`config.mk`:
```
export PLATFORM = sky130hd
export DESIGN_NAME = sd_cmd_sequencer
export DESIGN_NICKNAME = d
export VERILOG_FILES = /design/src/rtl/sd_cmd_sequencer_pkg.sv /design/src/rtl/sd_crc7.sv /design/src/rtl/sd_cmd_sequencer.sv
export SDC_FILE = /design/constraint.sdc
export NUM_CORES = 1
export LEC_CHECK = 0
export BUFFER_PORTS_ARGS = -buffer_cell sky130_fd_sc_hd__buf_2
export CORE_MARGIN = 2
export CORE_UTILIZATION = 53
export CTS_CLUSTER_DIAMETER = 40
export CTS_CLUSTER_SIZE = 20
export DETAILED_ROUTE_END_ITERATION = 6
export PLACE_DENSITY_LB_ADDON = 0.12
export SKIP_CTS_REPAIR_TIMING = 1
export SKIP_LAST_GASP = 1
export SYNTH_ARGS = -nofsm -noshare
export SYNTH_HDL_FRONTEND = slang
export SYNTH_SLANG_ARGS = --single-unit
```
`constraint.sdc`:
```
create_clock -name clk -period 6 [get_ports clk]
set_input_delay 1.2 -clock clk [delete_from_list [all_inputs] [get_ports clk]]
set_output_delay 1.2 -clock clk [all_outputs]
set_load 0.1 [all_outputs]
```
`src/rtl/sd_cmd_sequencer_pkg.sv`:
```
// rtl/sd_cmd_sequencer_pkg.sv - SD CMD line sequencer states, frame widths and CRC7 polynomial
package sd_cmd_sequencer_pkg;

  typedef enum logic [2:0] {
    ST_IDLE = 3'd0,
    ST_SEND = 3'd1,
    ST_WAIT = 3'd2,
    ST_RECV = 3'd3,
    ST_GAP  = 3'd4
  } sd_cmd_state_t;

  localparam int CMD_BITS          = 48;
  localparam int CMD_HDR_BITS      = 40;   // start, transmit, index, argument
  localparam int RSP_SHORT_BITS    = 48;
  localparam int RSP_LONG_BITS     = 136;
  localparam int RSP_LONG_HDR_BITS = 7;    // R2 transmit + reserved bits after the start bit

  // x^7 + x^3 + 1, implicit x^7 term
  localparam logic [6:0] CRC7_POLY = 7'h09;

endpackage

```
`src/rtl/sd_crc7.sv`:
```
// rtl/sd_crc7.sv - serial CRC7 generator with clear, enable and bit input
module sd_crc7
  import sd_cmd_sequencer_pkg::*;
(
  input  logic       clk,
  input  logic       rst,
  input  logic       clr,
  input  logic       en,
  input  logic       din,
  output logic [6:0] crc
);

  logic fb;

  assign fb = din ^ crc[6];

  // One bit per enabled cycle, MSB first; clear takes priority over enable
  always_ff @(posedge clk) begin
    if (rst || clr) begin
      crc <= '0;
    end else if (en) begin
      crc <= {crc[5:0], 1'b0} ^ (fb ? CRC7_POLY : 7'h00);
    end
  end

endmodule

```
`src/rtl/sd_cmd_sequencer.sv`:
```
// rtl/sd_cmd_sequencer.sv - SD CMD line sequencer (send, response hunt, receive, NCC gap); optional SD_CMD_RSP_CRC_CHECK_EN
module sd_cmd_sequencer
  import sd_cmd_sequencer_pkg::*;
#(
  parameter int RSP_TIMEOUT = 64,
  parameter int NCC_CYCLES  = 8
) (
  input  logic         clk,
  input  logic         rst,
  input  logic         i_cmd_stb,
  input  logic [5:0]   i_cmd_index,
  input  logic [31:0]  i_cmd_arg,
  input  logic         i_rsp_en,
  input  logic         i_rsp_long,
  output logic         o_busy,
  output logic         o_done,
  output logic         o_timeout,
  output logic         o_crc_err,
  output logic [127:0] o_rsp,
  output logic         o_sd_cmd_dir,
  output logic         o_sd_cmd_out,
  input  logic         i_sd_cmd_in
);

  sd_cmd_state_t state, state_nxt;

  logic [5:0]   bit_cnt;
  logic [7:0]   rsp_cnt;
  logic [39:0]  tx_shift;
  logic [126:0] rx_shift;
  logic [6:0]   tx_crc;
  logic [2:0]   crc_idx;
  logic [7:0]   recv_last_cnt;
  logic         rsp_en_q;
  logic         rsp_long_q;
  logic         accept;
  logic         send_last;
  logic         wait_expire;
  logic         recv_last;
  logic         gap_last;
  logic         tx_crc_en;

  assign accept        = (state == ST_IDLE) && i_cmd_stb;
  assign send_last     = bit_cnt == 6'(CMD_BITS - 1);
  assign wait_expire   = rsp_cnt == 8'(RSP_TIMEOUT - 1);
  assign recv_last_cnt = rsp_long_q ? 8'(RSP_LONG_BITS - 2) : 8'(RSP_SHORT_BITS - 2);
  assign recv_last     = rsp_cnt == recv_last_cnt;
  assign gap_last      = bit_cnt == 6'(NCC_CYCLES - 1);
  // CRC bits go out at bit_cnt 40..46, whose low three bits run 0..6
  assign crc_idx       = 3'd6 - bit_cnt[2:0];
  assign tx_crc_en     = (state == ST_SEND) && (bit_cnt < 6'(CMD_HDR_BITS));

  // State register
  always_ff @(posedge clk) begin
    if (rst) begin
      state <= ST_IDLE;
    end else begin
      state <= state_nxt;
    end
  end

  // Next state and line/handshake outputs
  always_comb begin
    state_nxt    = state;
    o_busy       = 1'b1;
    o_done       = 1'b0;
    o_sd_cmd_dir = 1'b1;
    o_sd_cmd_out = 1'b1;
    case (state)
      ST_IDLE: begin
        o_busy = 1'b0;
        if (i_cmd_stb) state_nxt = ST_SEND;
      end
      ST_SEND: begin
        if (bit_cnt < 6'(CMD_HDR_BITS)) begin
          o_sd_cmd_out = tx_shift[39];
        end else if (!send_last) begin
          o_sd_cmd_out = tx_crc[crc_idx];
        end
        if (send_last) state_nxt = rsp_en_q ? ST_WAIT : ST_GAP;
      end
      ST_WAIT: begin
        o_sd_cmd_dir = 1'b0;
        if (!i_sd_cmd_in) begin
          state_nxt = ST_RECV;
        end else if (wait_expire) begin
          state_nxt = ST_GAP;
        end
      end
      ST_RECV: begin
        o_sd_cmd_dir = 1'b0;
        if (recv_last) state_nxt = ST_GAP;
      end
      ST_GAP: begin
        if (gap_last) begin
          o_done    = 1'b1;
          state_nxt = ST_IDLE;
        end
      end
      default: state_nxt = ST_IDLE;
    endcase
  end

  // Bit counter paces SEND and GAP; restarts on every state change, saturates otherwise
  always_ff @(posedge clk) begin
    if (rst || (state_nxt != state)) begin
      bit_cnt <= '0;
    end else if (bit_cnt != '1) begin
      bit_cnt <= bit_cnt + 6'd1;
    end
  end

  // Response counter paces WAIT and RECV; restarts on every state change, saturates otherwise
  always_ff @(posedge clk) begin
    if (rst || (state_nxt != state)) begin
      rsp_cnt <= '0;
    end else if (rsp_cnt != '1) begin
      rsp_cnt <= rsp_cnt + 8'd1;
    end
  end

  // Latch the command on acceptance, then shift the header out MSB first
  always_ff @(posedge clk) begin
    if (rst) begin
      tx_shift   <= '0;
      rsp_en_q   <= 1'b0;
      rsp_long_q <= 1'b0;
    end else if (accept) begin
      tx_shift   <= {2'b01, i_cmd_index, i_cmd_arg};
      rsp_en_q   <= i_rsp_en;
      rsp_long_q <= i_rsp_long;
    end else if (state == ST_SEND) begin
      tx_shift   <= {tx_shift[38:0], 1'b0};
    end
  end

  sd_crc7 u_tx_crc (
    .clk (clk),
    .rst (rst),
    .clr (accept),
    .en  (tx_crc_en),
    .din (tx_shift[39]),
    .crc (tx_crc)
  );

  // Shift the response in; R2 header bits fall off the top, o_rsp is loaded only on the end bit
  always_ff @(posedge clk) begin
    if (rst) begin
      rx_shift <= '0;
      o_rsp    <= '0;
    end else if (accept) begin
      rx_shift <= '0;
    end else if (state == ST_RECV) begin
      rx_shift <= {rx_shift[125:0], i_sd_cmd_in};
      if (recv_last) o_rsp <= {rx_shift, i_sd_cmd_in};
    end
  end

  // Sticky timeout: set when the response window closes without a start bit
  always_ff @(posedge clk) begin
    if (rst || accept) begin
      o_timeout <= 1'b0;
    end else if ((state == ST_WAIT) && i_sd_cmd_in && wait_expire) begin
      o_timeout <= 1'b1;
    end
  end

`ifdef SD_CMD_RSP_CRC_CHECK_EN
  logic [6:0] rx_crc;
  logic       rx_crc_en;
  logic       crc_bad;
  logic       crc_err_q;

  // The start bit is zero and leaves a zero-initialised CRC unchanged, so it needs no slot here
  assign rx_crc_en = (state == ST_RECV) && !recv_last &&
                     (!rsp_long_q || (rsp_cnt >= 8'(RSP_LONG_HDR_BITS)));

  sd_crc7 u_rx_crc (
    .clk (clk),
    .rst (rst),
    .clr (accept),
    .en  (rx_crc_en),
    .din (i_sd_cmd_in),
    .crc (rx_crc)
  );

  // Running CRC over data plus received CRC field leaves zero on a clean frame; flag shows with o_done
  always_ff @(posedge clk) begin
    if (rst || accept) begin
      crc_bad   <= 1'b0;
      crc_err_q <= 1'b0;
    end else begin
      if ((state == ST_RECV) && recv_last) crc_bad <= (rx_crc != 7'd0);
      if (o_done && crc_bad) crc_err_q <= 1'b1;
    end
  end

  assign o_crc_err = crc_err_q | (o_done & crc_bad);
`else
  assign o_crc_err = 1'b0;
`endif

endmodule

```
==> impl_metrics.toml <==
[status]
outcome = "finished, final reports clean"

[layout]
layout_common_cells = "nand2_1, dfxtp_1, a21oi_1"
postLayoutCoreUtil_pct = 64.12
drive_gt1_share_pct = 16.07
fill_cells = 1986
multi_input_area_um2 = 4885
final_common_cell = "nand2_1"
diodes = 0
syn_to_final_growth_pct = 18.45
design_area_um2 = 13990
final-seq-area_um2 = 6446
nets = 1661

[routing]
met3_length_um = 1358
dr.pass1.iters = 5
drtAntennaViolNets = 0
top_layer_used = "met4"
dr_wl_met2_um = 11990
route.vias.total = 10133
met1_length_um = 12290
drc = 0
vias_per_cell = 5.269
drtIter0Drc = 633
routed_wl_um = 26130
wl_per_cell_um = 13.59

[yosys]
syn_area_um2 = 11810
synth_nets = 1552
syn_avg_cell_area_um2 = 7.849
postSynthCellCount = 1505
yosysSeqAreaShare_pct = 54.57
synth.distinct_cells = 45
async_flop_share_pct = 0
synthFlopType = "dfxtp_1"
synth_seq_cells = 322
synth_edf_count = 0
ys_warn_count = 0

[cts]
cts_tree = "done"
clockRootBuffer = "clkbuf_16"
clock_latency_ns = 0.52
cts-buffers-inserted = 38
ctsHtreeMaxLevel = 2
clkTransAtPathRegs_ns = 0.06
cts_buffer_depth = 3
cts.sinks = 322

[critical_path]
cp_slowest_cell = "or3b_2"
cp.required_ns = 4.80
r2r_end = "o_rsp[25]"
cp_slowest_stage_delay_ns = 0.80
path_depth = 4
timing.rr.start = "state[1]"
crit_end = "o_sd_cmd_out"
r2r_setup_slack_ns = 3.04
critPathTopFamily = "simple AND/OR/NAND/NOR gates"
critPathCaptureType = "output port"
crit_type = "reg -> out"
startpoint_type = "register"
r2r_cells = 7
path_cells = "or3b_2 > nor3_1 > a21oi_1 > buf_2"
cp-startpoint = "state[2]"
cp_max_fo = 43
cp_num_buf_inv = 1
cp_data_arrival_time_ns = 2.66

[worst_hold_path]
hp-class = "reg -> reg"

[timing]
finalHoldViolations = 0
fin_crit_ns = 3.862
hold_ws_ns = 0.4441
fin_crit_sh_pct = 64.37
rsz0062_at_grt = "false"
setup-violations-final = 0
tns_ns = 0
drv_slew = 0
tightest_slew_ns = 1.182
finalClockSkew_ns = 0.01911
fmax_mhz = 258.9
max_slew_margin_pct = 21.21

[pwr]
ir_drop_v = 0.0001993
p_leak_nw = 5.088
power_density_nw_per_um2 = 336.4

[global_routing]
grt_overflow = 0
grt_pass1_vias = 9362
grt_usage_pct = 21.75
grt_max_degree = 113
grt_pass1_wl_um = 43840
antenna_found_initial = 0

[floorplan]
die_h_um = 153.3
die-area_um2 = 23500
ios = 178
initial_core_util_pct = 54.13
core-area_um2 = 21820
die_w_um = 153.3
rows = 54

[place]
dp_hpwl_um = 15170
gp_congestion = 0.7633
placed_cell_area_um2 = 12660
place.port_buffers = 176

[flow_run]
cap_violations = 0
==> area by class of cell <==
| type | instances | share of cell area [%] |
|---|---|---|
| Sequential cell | 322 | 46.07 |
| Multi-Input combinational cell | 1060 | 34.91 |
| Clock buffer | 45 | 7.583 |
| Timing Repair Buffer | 186 | 6.850 |
| Tap cell | 280 | 2.504 |
| Clock inverter | 24 | 1.923 |
| Inverter | 6 | 0.1610 |
==> synthesized netlist by cell type, types with 2 or more instances <==
cell / count / area, µm²
a211oi_1: 5 / 37.54
a21oi_1: 269 / 1346
a311oi_1: 38 / 332.8
a31oi_1: 4 / 25.02
and4_1: 2 / 17.52
buf_1: 2 / 7.510
buf_2: 37 / 185.2
buf_4: 2 / 15.01
clkbuf_1: 75 / 281.5
dfxtp_1: 322 / 6446
ha_1: 3 / 37.54
inv_1: 6 / 22.52
mux2i_1: 5 / 50.05
nand2_1: 600 / 2252
nand2b_1: 3 / 18.77
nand3_1: 10 / 50.05
nand3b_1: 3 / 22.52
nand4_1: 5 / 31.28
nand4bb_1: 4 / 45.04
nor2_1: 68 / 255.2
nor3_1: 5 / 25.02
nor3b_1: 2 / 15.01
nor4_1: 2 / 12.51
o21ai_0: 4 / 20.02
or3_1: 2 / 12.51
xnor2_1: 4 / 35.03
xor2_1: 5 / 43.79
==> through the flow <==
| step | cells | power [mW] | setup WS, ns |
|---|---|---|---|
| after floorplan | 1505 | 2.350 | 2.078 |
| after global placement | 1854 | 2.388 | 2.367 |
| after global routing | 1923 | 4.874 | 1.943 |
| after detailed placement | 1854 | 2.389 | 2.316 |
| final | 1923 | 4.707 | 2.138 |
| after CTS | 1923 | 4.758 | 2.157 |
==> registers in the layout (all words and copies together) (netlist names) <==
signal and count:
o_rsp 128, rx_shift 127, tx_shift 40, rsp_cnt 8, u_tx_crc.crc 7, bit_cnt 6, state 3, o_timeout 1
rsp_en_q 1, rsp_long_q 1
==> worst register-to-register path: stages (launching register included) <==
cell and delay, ns:
dfxtp_1 0.52, nand3b_1 0.13, buf_4 0.29, a211oi_4 0.31
buf_4 0.59, buf_4 0.68, nand2_1 0.21, a21oi_1 0.17
==> routing by layer <==
metal,track usage (%),vias to the layer above
met5,0,-
met4,6.173,0
met3,3.998,42
met2,35.84,239
met1,29.36,4690
li1,-,5162
==> power by group <==
group / total [mW] / switching [mW] / internal, mW
sequential: 2.19 / 0.0185 / 2.17
combinational: 0.157 / 0.112 / 0.0449
clock: 2.37 / 0.935 / 1.43
==> cells by family (layout without fill, tap and decap cells) <==
| kind of cell | after synthesis | count (layout) | share of synthesized area [%] |
|---|---|---|---|
| AND/OR/NAND/NOR | 712 | 712 | 23.82 |
| flip-flops | 322 | 322 | 54.57 |
| buffers and inverters | 123 | 261 | 4.374 |
| other | 1 | 1 | 0.03175 |
| AO/OA/AOI/OAI | 329 | 329 | 15.60 |
| multiplexers | 6 | 6 | 0.6143 |
| XOR/XNOR | 9 | 9 | 0.6673 |
| adder cells (fa/ha/maj) | 3 | 3 | 0.3178 |
==> worst min path at each step <==
stage                    to  slack (ns)         start  depth (start not counted)
5_1_grt           o_rsp[91]        0.46     o_rsp[91]                          2
4_1_cts           o_rsp[39]        0.45     o_rsp[39]                          2
3_5_place_dp      o_rsp[29]        0.44     o_rsp[29]                          2
6_report          o_rsp[97]        0.44     o_rsp[97]                          2
2_1_floorplan  tx_shift[39]        0.43  tx_shift[38]                          2
3_3_place_gp      o_rsp[95]        0.44     o_rsp[95]                          2
No activity file was read; power rests on OpenSTA's default activity.
